--- src/rtl/layer_pkg.sv ---
// layer_pkg: shared width derivations, log helper and FSM encoding for the layer sequencer
package layer_pkg;
  function automatic int clog(input int n);
    int r = 0;
    for (int i = 0; i < 31; i++) if ((1 << i) < n) r = i + 1;
    return r;
  endfunction
  function automatic int max1(input int v);
    return v < 1 ? 1 : v;
  endfunction
  function automatic int res_w(input int n);
    return 16 + clog(n);
  endfunction
  function automatic int ia_w(input int n);
    return max1(clog(n));
  endfunction
  function automatic int wa_w(input int n, input int m);
    return max1(clog(n * m));
  endfunction
  function automatic int oa_w(input int m);
    return max1(clog(m));
  endfunction
  typedef enum logic [2:0] {S_IDLE, S_CLR, S_READ, S_DRAIN, S_STORE, S_DONE} state_e;
endpackage

--- src/rtl/layer_sequencer_nested_counter.sv ---
// nested_counter: inner pair index k, outer neuron index j and flat weight address j*N+k
module nested_counter import layer_pkg::*; #(
  parameter int N = 2,
  parameter int M = 4,
  localparam int IA_W = ia_w(N),
  localparam int WA_W = wa_w(N, M),
  localparam int OA_W = oa_w(M)
) (
  input  logic            clk,
  input  logic            rst,
  input  logic            outer_clr_i,
  input  logic            inner_clr_i,
  input  logic            inner_inc_i,
  input  logic            outer_inc_i,
  output logic [IA_W-1:0] inner_o,
  output logic [OA_W-1:0] outer_o,
  output logic [WA_W-1:0] addr_o,
  output logic            inner_last_o,
  output logic            outer_last_o
);
  logic [IA_W-1:0] k_q, k_d;
  logic [OA_W-1:0] j_q, j_d;
  logic [WA_W-1:0] a_q, a_d;
  // counter registers
  always_ff @(posedge clk)
    if (rst) begin
      k_q <= '0;
      j_q <= '0;
      a_q <= '0;
    end else begin
      k_q <= k_d;
      j_q <= j_d;
      a_q <= a_d;
    end
  // the flat address simply keeps counting across rows, so it lands on (j+1)*N without a multiply
  always_comb begin
    inner_last_o = k_q == IA_W'(N - 1);
    outer_last_o = j_q == OA_W'(M - 1);
    k_d = (inner_clr_i || (inner_inc_i && inner_last_o)) ? '0 : inner_inc_i ? k_q + 1'b1 : k_q;
    j_d = outer_clr_i ? '0 : outer_inc_i ? j_q + 1'b1 : j_q;
    a_d = outer_clr_i ? '0 : inner_inc_i ? a_q + 1'b1 : a_q;
  end
  assign inner_o = k_q;
  assign outer_o = j_q;
  assign addr_o = a_q;
endmodule

--- src/rtl/layer_sequencer.sv ---
// layer_sequencer: time-multiplexes one MAC engine over all neurons of a fully connected layer
module layer_sequencer import layer_pkg::*; #(
  parameter int N = 2,
  parameter int M = 4,
  localparam int RES_W = res_w(N),
  localparam int IA_W = ia_w(N),
  localparam int WA_W = wa_w(N, M),
  localparam int OA_W = oa_w(M)
) (
  input  logic             clk,
  input  logic             rst,
  input  logic             start,
  input  logic             relu_en,
  output logic             busy,
  output logic             done,
  output logic             in_rd_en,
  output logic             w_rd_en,
  output logic [IA_W-1:0]  in_addr,
  output logic [WA_W-1:0]  w_addr,
  input  logic [7:0]       in_rdata,
  input  logic [7:0]       w_rdata,
  output logic             mac_clr,
  output logic             mac_en,
  output logic [7:0]       mac_x,
  output logic [7:0]       mac_w,
  input  logic [RES_W-1:0] mac_res,
  output logic             out_we,
  output logic [OA_W-1:0]  out_addr,
  output logic [RES_W-1:0] out_wdata
);
  state_e state_q, state_d;
  logic relu_q, relu_d, vld_q, accept, inner_last, outer_last;
  nested_counter #(.N(N), .M(M)) u_cnt (
    .clk(clk),
    .rst(rst),
    .outer_clr_i(accept),
    .inner_clr_i(mac_clr),
    .inner_inc_i(in_rd_en),
    .outer_inc_i(out_we && !outer_last),
    .inner_o(in_addr),
    .outer_o(out_addr),
    .addr_o(w_addr),
    .inner_last_o(inner_last),
    .outer_last_o(outer_last)
  );
  // state, latched relu mode and the read-valid pipe that becomes mac_en
  always_ff @(posedge clk)
    if (rst) begin
      state_q <= S_IDLE;
      relu_q <= 1'b0;
      vld_q <= 1'b0;
    end else begin
      state_q <= state_d;
      relu_q <= relu_d;
      vld_q <= in_rd_en;
    end
  // next state; relu mode is captured only when a run is accepted
  always_comb begin
    state_d = state_q;
    relu_d = relu_q;
    case (state_q)
      S_IDLE: begin
        state_d = start ? S_CLR : S_IDLE;
        relu_d = start ? relu_en : relu_q;
      end
      S_CLR: state_d = S_READ;
      S_READ: state_d = inner_last ? S_DRAIN : S_READ;
      S_DRAIN: state_d = S_STORE;
      S_STORE: state_d = outer_last ? S_DONE : S_CLR;
      default: state_d = S_IDLE;
    endcase
  end
  // state-decoded outputs; operands and write data are forced to zero when not qualified
  always_comb begin
    accept = state_q == S_IDLE && start;
    busy = state_q != S_IDLE || start;
    done = state_q == S_DONE;
    in_rd_en = state_q == S_READ;
    w_rd_en = state_q == S_READ;
    mac_clr = state_q == S_CLR;
    mac_en = vld_q;
    mac_x = vld_q ? in_rdata : 8'd0;
    mac_w = vld_q ? w_rdata : 8'd0;
    out_we = state_q == S_STORE;
    out_wdata = (out_we && !(relu_q && mac_res[RES_W-1])) ? mac_res : '0;
  end
endmodule

--- config.mk ---
export PLATFORM = sky130hd
export DESIGN_NAME = layer_sequencer
export DESIGN_NICKNAME = d
export VERILOG_FILES = /design/src/rtl/layer_pkg.sv /design/src/rtl/layer_sequencer_nested_counter.sv /design/src/rtl/layer_sequencer.sv
export SDC_FILE = /design/constraint.sdc
export NUM_CORES = 1
export LEC_CHECK = 0
export BUFFER_PORTS_ARGS = -buffer_cell sky130_fd_sc_hd__buf_2
export CAP_MARGIN = 0
export CORE_MARGIN = 2
export CORE_UTILIZATION = 34
export DETAILED_ROUTE_END_ITERATION = 10
export GPL_TIMING_DRIVEN = 0
export HOLD_SLACK_MARGIN = 0.02
export PLACE_DENSITY = 0.79
export SYNTH_ARGS = -nofsm -noshare
export SYNTH_HDL_FRONTEND = slang
export SYNTH_SLANG_ARGS = --single-unit
--- constraint.sdc ---
create_clock -name clk -period 1.5 [get_ports clk]
set_input_delay 0.075 -clock clk [delete_from_list [all_inputs] [get_ports clk]]
set_output_delay 0.075 -clock clk [all_outputs]
set_load 0.1 [all_outputs]
==> results.json <==
{
  "final_core_util": 0.8178,
  "synth_flop_cell": "dfxtp_1",
  "dp_cells": 195,
  "synth_top_family_by_area": "simple AND/OR/NAND/NOR gates",
  "first_pass_iters": 4,
  "drive_gt1_frac": 0.8361,
  "cp_max_fo": 5,
  "synthSimpleGateAreaFrac": 0.4863,
  "synthTopCellsByArea": "dfxtp_1, and2_1, xnor2_1",
  "setup_ws_ns": -0.1760,
  "cp-end-kind": "output pin",
  "worst-setup-path-type": "flop to output pin",
  "max_freq_mhz": 596.7,
  "placed_cell_area_um2": 1330,
  "grt_usage": 0.2570,
  "viasPerCell": 4.810,
  "critPathRequiredTime_ns": 1.42,
  "min_period_over_period": 1.117,
  "grt_pass1_vias": 962,
  "finalHoldViolCount": 0,
  "cts_tree": "built",
  "grt_start_max_net_pins": 11,
  "worst_slew_margin_rel": 0.6775,
  "routabilityCongestion": 0.7680,
  "multiInputGateArea_um2": 595.6,
  "final_nets": 223,
  "synth_xor_area_frac": 0.05654,
  "tightestPinTransition_ns": 0.4871,
  "drtAntennaViolNets": 0,
  "wire_per_inst_um": 16.58,
  "stdcell_area_um2": 1792,
  "first_iter_violations": 11,
  "synth_enable_flop_cells": 0,
  "syn_area_per_cell_um2": 9.112,
  "clockRootBuffer": "clkbuf_4",
  "die_height_um": 51.73,
  "clock_sinks": 11,
  "layout_min_cycle_time_ns": 1.676,
  "drc_errors": 0,
  "power.density_nw_per_um2": 618.1,
  "synth_mux_area_frac": 0.03877,
  "synth_compound_area_frac": 0.05331,
  "seqCellArea_um2": 229.0,
  "fin_cells": 211,
  "ir_drop_v": 0.0007443,
  "worstPathArrival_ns": 1.60,
  "num_vias": 1015,
  "areaGrowthSynthToFinish_pct": 131.3,
  "core_um2": 2191,
  "routed_wl_um": 3498,
  "io_buffers": 82,
  "n_fill_cell": 132,
  "dp_hpwl_um": 1977,
  "grt_pass1_wl_um": 4912,
  "critical_path.max_stage_delay_ns": 0.34,
  "synth_adder_area_share": 0.03231,
  "synthArstFlopShare": 0,
  "min-delay-path-class": "input pin to flop",
  "worst_setup_path_start_kind": "flop",
  "yosysMostFrequentCell": "and2_1",
  "clk_latency_ns": 0.27,
  "failed_checks": "negative setup slack",
  "antenna_cells": 0,
  "ys_ff_latch": 11,
  "fin_tns_setup_ns": -2.631,
  "rsz0062_at_grt": "yes",
  "syn-cell-area_um2": 774.5,
  "numCtsBuffers": 3,
  "drv_cap": 0,
  "syn-num-nets": 124,
  "die_w_um": 51.73,
  "grt-ovfl-total": 0,
  "ys_seq_area_frac": 0.2843,
  "synth_cells": 85,
  "power_leakage_nw": 0.8908,
  "synth_top_area_frac": 0.2843,
  "ys_warn_count": 0,
  "ios": 83,
  "yosys.area.top_type": "dfxtp_1",
  "initial_core_util": 0.3535,
  "clk_path_buf_depth": 2,
  "status": "complete, but fails checks",
  "skew_ns": 0.006532,
  "htree_levels": 1,
  "setup_viol": 18,
  "cts.reportedPaths.clkPinSlew_ns": 0.07,
  "crit_chain": "nor3b_4 -> a21boi_4 -> clkbuf_8 -> and2_4 -> buf_12",
  "synth_common_cells": "and2_1, dfxtp_1, nor2_1, xnor2_1, mux2i_1",
  "drv_slew": 0,
  "dieArea_um2": 2675,
  "antenna_found_initial": 0,
  "rows": 17,
  "crit_path_top_delay_cell": "dfxtp_2",
  "ys_types": 28
}
## stage by stage
stage                     setup slack [ns]  total power, mW  hold slack (ns)
after floorplan                    -0.6351           0.7270           0.1392
after global placement             -0.1185           0.8156           0.3148
after detailed placement           -0.1696           0.8227           0.3319
after CTS                          -0.1336            1.094          0.04521
after global routing               -0.2508            1.157          0.04320
final                              -0.1760            1.107          0.04799
## cell usage in the layout, fill, tap and decap left out, types with 3 or more instances in the layout
cell type,synthesis,layout
buf_2,2,49
buf_4,1,24
and2_2,0,22
buf_12,0,20
and2_4,0,11
nor2_1,7,7
dfxtp_2,0,7
xnor2_1,5,5
clkbuf_4,0,5
dfxtp_1,11,4
nor3b_4,1,3
mux2i_1,3,3
## layer usage
metal	vias to the layer above	track usage	wire, µm
li1	474	-	-
met2	69	0.4808	1837
met3	14	0.05747	309
met5	-	0	0
met4	0	0.1754	187
met1	458	0.2465	1165
## worst max-delay path, delay by kind of cell, from the launching register on
kind	cells	cell delay [ns]
simple gates	2	0.36
flops	1	0.34
buf+inv	2	0.36
compound gates	1	0.28
## report_power, final
group / switching, mW / total [mW] / internal, mW
sequential: 0.0187 / 0.328 / 0.309
combinational: 0.376 / 0.582 / 0.206
clock: 0.0946 / 0.197 / 0.103
## cell type report
| type | instances | area share |
|---|---|---|
| sequential | 11 | 0.1278 |
| clock buffer | 4 | 0.01466 |
| multi-input combinational | 68 | 0.3324 |
| timing repair buffer | 95 | 0.4700 |
| tap | 28 | 0.01955 |
| buffer | 5 | 0.03561 |
## flip-flops by register name, summed over array words and instances, names as in the netlist
| signal | flops |
|---|---|
| mac_en | 1 |
| u_cnt.outer_o | 2 |
| u_cnt.inner_last_o | 1 |
| u_cnt.addr_o | 3 |
| state_q | 3 |
| relu_q | 1 |
## timing repair
item / CTS / global route
cloned: 1 / 0
hold buffers: 0 / 0
pin swaps: 2 / 1
setup endpoints to repair: 32 / 37
buffers inserted: 8 / 4
resized for setup: 92 / 5
## path summary, 6_finish.rpt
path | from | end | slack (ns) | cells after the start
worst min-delay path | relu_en | relu_q$_SDFFE_PP0P_ | 0.05 | 3
worst min register to register | u_cnt.addr_o[1]$_SDFFE_PP0N_ | u_cnt.addr_o[1]$_SDFFE_PP0N_ | 0.51 | 2
worst max register to register | state_q[0]$_SDFF_PP0_ | u_cnt.addr_o[0]$_SDFFE_PP0N_ | 0.09 | 5
worst max-delay path | state_q[0]$_SDFF_PP0_ | out_wdata[12] | -0.18 | 5
## cells by family (layout without fill, tap and decap cells)
logic type	count (synthesis)	in the layout
compound gates	4	4
mux	3	3
flops	11	11
xor+xnor	5	5
buf+inv	6	104
simple gates	54	54
fa+ha+maj	2	2
No activity file was read; power rests on OpenSTA's default activity.
